`src/rtl/boron_stream_ctrl.sv`:
```
// BORON multi-block sequencer: key schedule, per-block core launch with in/out
// handshakes, CBC IV select and a watchdog on key schedule and core completion.
module boron_stream_ctrl #(
   parameter int unsigned CNT_W   = 8,
   parameter int unsigned TO_W    = 7,
   parameter int unsigned TIMEOUT = 100
) (
   input  logic             clk,
   input  logic             reset,
   input  logic             start,
   input  logic             enc_dec,
   input  logic             cbc_en,
   input  logic             key_reuse,
   input  logic [CNT_W-1:0] num_blocks,
   input  logic             keyDone,
   input  logic             encdecDone,
   input  logic             in_valid,
   input  logic             out_ready,
   output logic             keyStart,
   output logic             encStart,
   output logic             decStart,
   output logic             iv_sel,
   output logic             in_ready,
   output logic             out_valid,
   output logic [CNT_W-1:0] blk_idx,
   output logic             busy,
   output logic             done,
   output logic             error
);

   typedef enum logic [2:0] {
      S_IDLE     = 3'd0,
      S_KEYGEN   = 3'd1,
      S_WAIT_IN  = 3'd2,
      S_CORE     = 3'd3,
      S_WAIT_OUT = 3'd4
   } state_t;

   state_t           state_q;
   state_t           state_d;

   logic             enc_q;
   logic             cbc_q;
   logic [CNT_W-1:0] num_q;
   logic             key_valid;
   logic [TO_W-1:0]  wd_q;

   logic             key_start_d;
   logic             enc_start_d;
   logic             dec_start_d;
   logic             iv_sel_d;
   logic             in_ready_d;
   logic             out_valid_d;
   logic [CNT_W-1:0] blk_idx_d;
   logic             busy_d;
   logic             done_d;
   logic             error_d;
   logic             key_valid_d;
   logic [TO_W-1:0]  wd_d;

   logic             accept;
   logic             zero_job;
   logic             use_key;
   logic             last_blk;
   logic             out_hs;
   logic             wd_hit;
   logic             timeout;

   // Shared decode; a completion in the final watchdog cycle beats the timeout.
   always_comb begin
      accept   = (state_q == S_IDLE) && start;
      zero_job = (num_blocks == '0);
      use_key  = key_reuse && key_valid;
      last_blk = (blk_idx == (num_q - CNT_W'(1)));
      out_hs   = (state_q == S_WAIT_OUT) && out_ready;
      wd_hit   = (wd_q == TO_W'(TIMEOUT - 1));
      timeout  = wd_hit && (((state_q == S_KEYGEN) && !keyDone) ||
                            ((state_q == S_CORE)   && !encdecDone));
   end

   // State register
   always_ff @(posedge clk) begin
      if (reset) state_q <= S_IDLE;
      else       state_q <= state_d;
   end

   // Next-state logic
   always_comb begin
      state_d = state_q;
      case (state_q)
         S_IDLE: begin
            if (start && !zero_job) state_d = use_key ? S_WAIT_IN : S_KEYGEN;
         end
         S_KEYGEN: begin
            if (keyDone)      state_d = S_WAIT_IN;
            else if (timeout) state_d = S_IDLE;
         end
         S_WAIT_IN: begin
            if (in_valid) state_d = S_CORE;
         end
         S_CORE: begin
            if (encdecDone)   state_d = S_WAIT_OUT;
            else if (timeout) state_d = S_IDLE;
         end
         S_WAIT_OUT: begin
            if (out_ready) state_d = last_blk ? S_IDLE : S_WAIT_IN;
         end
         default: state_d = S_IDLE;
      endcase
   end

   // Output / datapath next values, all captured in the register below
   always_comb begin
      key_start_d = 1'b0;
      enc_start_d = 1'b0;
      dec_start_d = 1'b0;
      iv_sel_d    = 1'b0;
      in_ready_d  = (state_d == S_WAIT_IN);
      out_valid_d = (state_d == S_WAIT_OUT);
      busy_d      = (state_d != S_IDLE);
      done_d      = 1'b0;
      error_d     = error;
      key_valid_d = key_valid;
      blk_idx_d   = blk_idx;
      wd_d        = wd_q;

      if (accept) begin
         error_d     = 1'b0;
         blk_idx_d   = '0;
         key_start_d = !zero_job && !use_key;
         done_d      = zero_job;
      end

      if ((state_q == S_KEYGEN) && keyDone) key_valid_d = 1'b1;

      if ((state_q == S_WAIT_IN) && in_valid) begin
         enc_start_d = enc_q;
         dec_start_d = !enc_q;
         iv_sel_d    = cbc_q && (blk_idx == '0);
      end

      if (out_hs) begin
         if (last_blk) done_d = 1'b1;
         else          blk_idx_d = blk_idx + CNT_W'(1);
      end

      if (timeout) begin
         error_d     = 1'b1;
         done_d      = 1'b1;
         key_valid_d = 1'b0;
      end

      // Counter restarts on every state change so each KEYGEN/CORE visit starts at 0
      if (state_d != state_q)
         wd_d = '0;
      else if ((state_q == S_KEYGEN) || (state_q == S_CORE))
         wd_d = wd_q + TO_W'(1);
   end

   // Output and job-context registers
   always_ff @(posedge clk) begin
      if (reset) begin
         keyStart  <= 1'b0;
         encStart  <= 1'b0;
         decStart  <= 1'b0;
         iv_sel    <= 1'b0;
         in_ready  <= 1'b0;
         out_valid <= 1'b0;
         blk_idx   <= '0;
         busy      <= 1'b0;
         done      <= 1'b0;
         error     <= 1'b0;
         key_valid <= 1'b0;
         wd_q      <= '0;
         enc_q     <= 1'b0;
         cbc_q     <= 1'b0;
         num_q     <= '0;
      end else begin
         keyStart  <= key_start_d;
         encStart  <= enc_start_d;
         decStart  <= dec_start_d;
         iv_sel    <= iv_sel_d;
         in_ready  <= in_ready_d;
         out_valid <= out_valid_d;
         blk_idx   <= blk_idx_d;
         busy      <= busy_d;
         done      <= done_d;
         error     <= error_d;
         key_valid <= key_valid_d;
         wd_q      <= wd_d;
         if (accept) begin
            enc_q <= enc_dec;
            cbc_q <= cbc_en;
            num_q <= num_blocks;
         end
      end
   end

endmodule

```
`config.mk`:
```
export PLATFORM = sky130hd
export DESIGN_NAME = boron_stream_ctrl
export DESIGN_NICKNAME = d
export VERILOG_FILES = /design/src/rtl/boron_stream_ctrl.sv
export SDC_FILE = /design/constraint.sdc
export NUM_CORES = 1
export LEC_CHECK = 0
export ABC_AREA = 0
export CORE_AREA = 3 3 63 65
export CTS_BUF_LIST = sky130_fd_sc_hd__clkbuf_16
export DETAILED_ROUTE_END_ITERATION = 7
export DIE_AREA = 0 0 66 68
export PLACE_DENSITY = 0.84
export SLEW_MARGIN = 10
export SYNTH_ARGS = -nofsm -noshare
export SYNTH_HDL_FRONTEND = slang
export SYNTH_SLANG_ARGS = --single-unit
```
`constraint.sdc`:
```
create_clock -name clk -period 6.47 [get_ports clk]
set_input_delay 0.9705 -clock clk [delete_from_list [all_inputs] [get_ports clk]]
set_output_delay 0.9705 -clock clk [all_outputs]
set_load 0.05 [all_outputs]
```
==> flow_metrics.env <==
export IMPL_crit_fanout=7
export IMPL_p_int_w=0.000444
export IMPL_place_ws_ns=3.22
export IMPL_max_freq_mhz=333
export IMPL_die_w_um=66
export IMPL_wl_per_cell_um=13.7
export IMPL_row_count=21
export IMPL_synth_cells=230
export IMPL_finalNonFillerCells=307
export IMPL_synthXorXnorAreaFrac_pct=8.19
export IMPL_ys_ff_latch=38
export IMPL_synth_area_um2=1930
export IMPL_first_global_vias=1504
export IMPL_synth_mux_area_share_pct=2.14
export IMPL_crit_required_ns=6.67
export IMPL_skew_ns=0.00559
export IMPL_drtIter0Drc=122
export IMPL_via_per_inst=5.59
export IMPL_clk_path_buf_depth=2
export IMPL_synth_adder_area_share_pct=2.60
export IMPL_status="completed"
export IMPL_ant_nets=0
export IMPL_ys_seq_area_share_pct=39.5
export IMPL_switching_power_w=0.000175
export IMPL_max_slew_worst_pin_slew_ns=0.692
export IMPL_synth_compound_area_share_pct=15.1
export IMPL_cp_arrival_ns=3.20
export IMPL_grt_antenna_before_repair=0
export IMPL_post_place_cells=299
export IMPL_synth_top_area_share_pct=39.5
export IMPL_grt_pass1_wl_mm=7.06
export IMPL_utilization_pct=71.8
export IMPL_synth_top_family_by_area="simple AND/OR/NAND/NOR gates"
export IMPL_wirelength_mm=4.20
export IMPL_synth_edf_count=0
export IMPL_ctsHoldBuffers=0
export IMPL_h_tree_depth=2
export IMPL_synth_area_leaders="dfxtp_1, nand2_1, a21oi_1, xor2_1, nor2_1"
export IMPL_dp_hpwl_mm=2.92
export IMPL_switching_share_pct=28.3
export IMPL_rsz0062_at_grt="false"
export IMPL_layout_nets=282
export IMPL_post_synth_cell_area_avg_um2=8.37
export IMPL_core_um2=3390
export IMPL_post_cts_buffers=0
export IMPL_gp_congestion=0.818
export IMPL_fin_crit_sh_pct=46.4
export IMPL_grt_max_degree=30
export IMPL_fin_crit_ns=3.00
export IMPL_first_pass_iters=5
export IMPL_setup_tns_ns=0
export IMPL_maxCapViolCount=0
export IMPL_io_buffers=34
export IMPL_cts_buffers=5
export IMPL_cts_tree="done"
export IMPL_start_kind="primary input"
export IMPL_p_per_area_nw_per_um2=255
export IMPL_vias=1716
export IMPL_area_delta_synth_final_pct=26.3
export IMPL_die_area_um2=4490
export IMPL_report_final_slew_viol_count=0
export IMPL_drive_above_1_share_pct=9.20
export IMPL_total_leakage_power_nw=0.925
export IMPL_reg2reg_setup_slack_ns=3.65
export IMPL_cts_root_buf="clkbuf_16"
export IMPL_pwr_share_comb_pct=21.0
export IMPL_peakVddDrop_v=0.000186
export IMPL_hold_worst_slack_ns=0.459
export IMPL_hold_viol_final=0
export IMPL_fin_ws_ns=3.47
export IMPL_diodes=0
export IMPL_cts_resized=0
export IMPL_ys_warn_count=0
export IMPL_die_y_um=68
export IMPL_ys_types=49
export IMPL_p_seq_share_pct=42.6
export IMPL_drc=0
export IMPL_clkTransAtPathRegs_ns=0.05
export IMPL_finalSetupViolations=0
export IMPL_initial_core_util_pct=56.8
export IMPL_critPathKind="primary input to register"
export IMPL_worst_setup_path_end_kind="register"
export IMPL_p_clk_share_pct=36.3
export IMPL_synth_ff_type="dfxtp_1"
export IMPL_synth_nets=252
export IMPL_hold_class="register to register"
export IMPL_clkSinkCount=38
export IMPL_async_reset_ff_share_pct=0
export IMPL_boundaryPins=35
export IMPL_max_slew_margin_rel_pct=53.6
export IMPL_yosys_area_share_simple_pct=27.9
export IMPL_overflow=0
export IMPL_yosysTopAreaCell="dfxtp_1"
export IMPL_clk_latency_ns=0.28
export IMPL_grt_util_all_layers_pct=20.7
## synth_stat cells, types with 2 or more instances
master    instances
a31oi_1           3
nand3b_1          2
and3_1            3
a22o_2            2
dfxtp_1          38
or3b_2            2
nor4_1            6
clkbuf_1         12
and2_1            3
ha_1              4
nor4b_1           4
nor3_1            6
nor2b_1           3
xnor2_1           8
o21ai_0           4
or4_1             3
inv_1            10
nor3b_1           2
xor2_1           10
a21oi_1          18
nor2_1           21
mux2i_1           3
nand2_1          33
a221o_2           2
nand3_1           4
## state kept, by name (all words and copies together) (netlist names)
register / flops
busy: 1
out_valid: 1
decStart: 1
enc_q: 1
keyStart: 1
wd_q: 7
blk_idx: 8
cbc_q: 1
error: 1
state_q: 3
encStart: 1
done: 1
key_valid: 1
num_q: 8
iv_sel: 1
in_ready: 1
## metal layers
layer / GRT usage (%) / vias to the layer above / share of wire, %
met5: 0 / - / 0
li1: - / 870 / -
met2: 32.7 / 58 / 45
met3: 4.76 / 7 / 6.8
met1: 27.1 / 781 / 47
met4: 9.14 / 0 / 1.6
## worst paths after layout
kind | depth (start not counted) | startpoint | endpoint
setup / recovery | 7 | num_blocks[0] | wd_q[5]
hold / removal | 1 | enc_q | decStart
setup reg to reg | 8 | num_q[0] | blk_idx[2]
hold reg to reg | 1 | enc_q | decStart
## cells by family after synthesis
| group | count (synthesis) |
|---|---|
| buffers and inverters | 23 |
| xor gates and xnor gates | 18 |
| and+or+nand+nor | 101 |
| DFF | 38 |
| adders and majority gates | 4 |
| AOI/OAI and AO/OA | 42 |
| muxes | 4 |
## worst max-delay path: stages
cell             delay (ns)
clkdlybuf4s50_1        0.43
or4_1                  0.58
o21ai_0                0.37
o22a_1                 0.25
a22o_1                 0.15
o211ai_1               0.24
a21oi_1                0.22
## power groups by stage
| stage | logic (W) | registers [W] | clock network, W |
|---|---|---|---|
| CTS | 0.000130 | 0.000263 | 0.000227 |
| finish | 0.000130 | 0.000264 | 0.000225 |
| global placement | 0.000126 | 0.000268 | 0 |
| global route | 0.000145 | 0.000266 | 0.000235 |
| detailed placement | 0.000129 | 0.000268 | 0 |
| floorplan | 0.0000846 | 0.000273 | 0 |
## through the flow
stage | cell area [um2] | total power, W
after floorplan | 1930 | 0.000358
after global placement | 2290 | 0.000394
after detailed placement | 2290 | 0.000397
after CTS | 2430 | 0.000621
after global routing | 2430 | 0.000645
final | 2430 | 0.000619
## cell usage in the layout, fill, tap and decap left out, types with 2 or more instances in the layout
cell type	instances
a21oi_1	18
a221o_2	2
a22o_2	2
a31oi_1	3
and2_1	3
and3_1	3
buf_4	2
clkbuf_16	5
clkdlybuf4s50_1	34
dfxtp_1	38
ha_1	4
inv_1	11
mux2i_1	3
nand2_1	33
nand3_1	4
nand3b_1	2
nor2_1	21
nor2b_1	3
nor3_1	6
nor3b_1	2
nor4_1	6
nor4b_1	3
o21ai_0	4
or3b_2	2
or4_1	3
xnor2_1	8
xor2_1	10
## cell type report
class / instances / area, um2
clock buffer: 5 / 125
tap: 46 / 57.6
inverter: 10 / 37.5
sequential: 38 / 761
multi-input combinational: 169 / 1080
timing repair buffer: 36 / 355
clock inverter: 3 / 12.5
fill: 260 / 957
(Power assumes the default switching activity.)
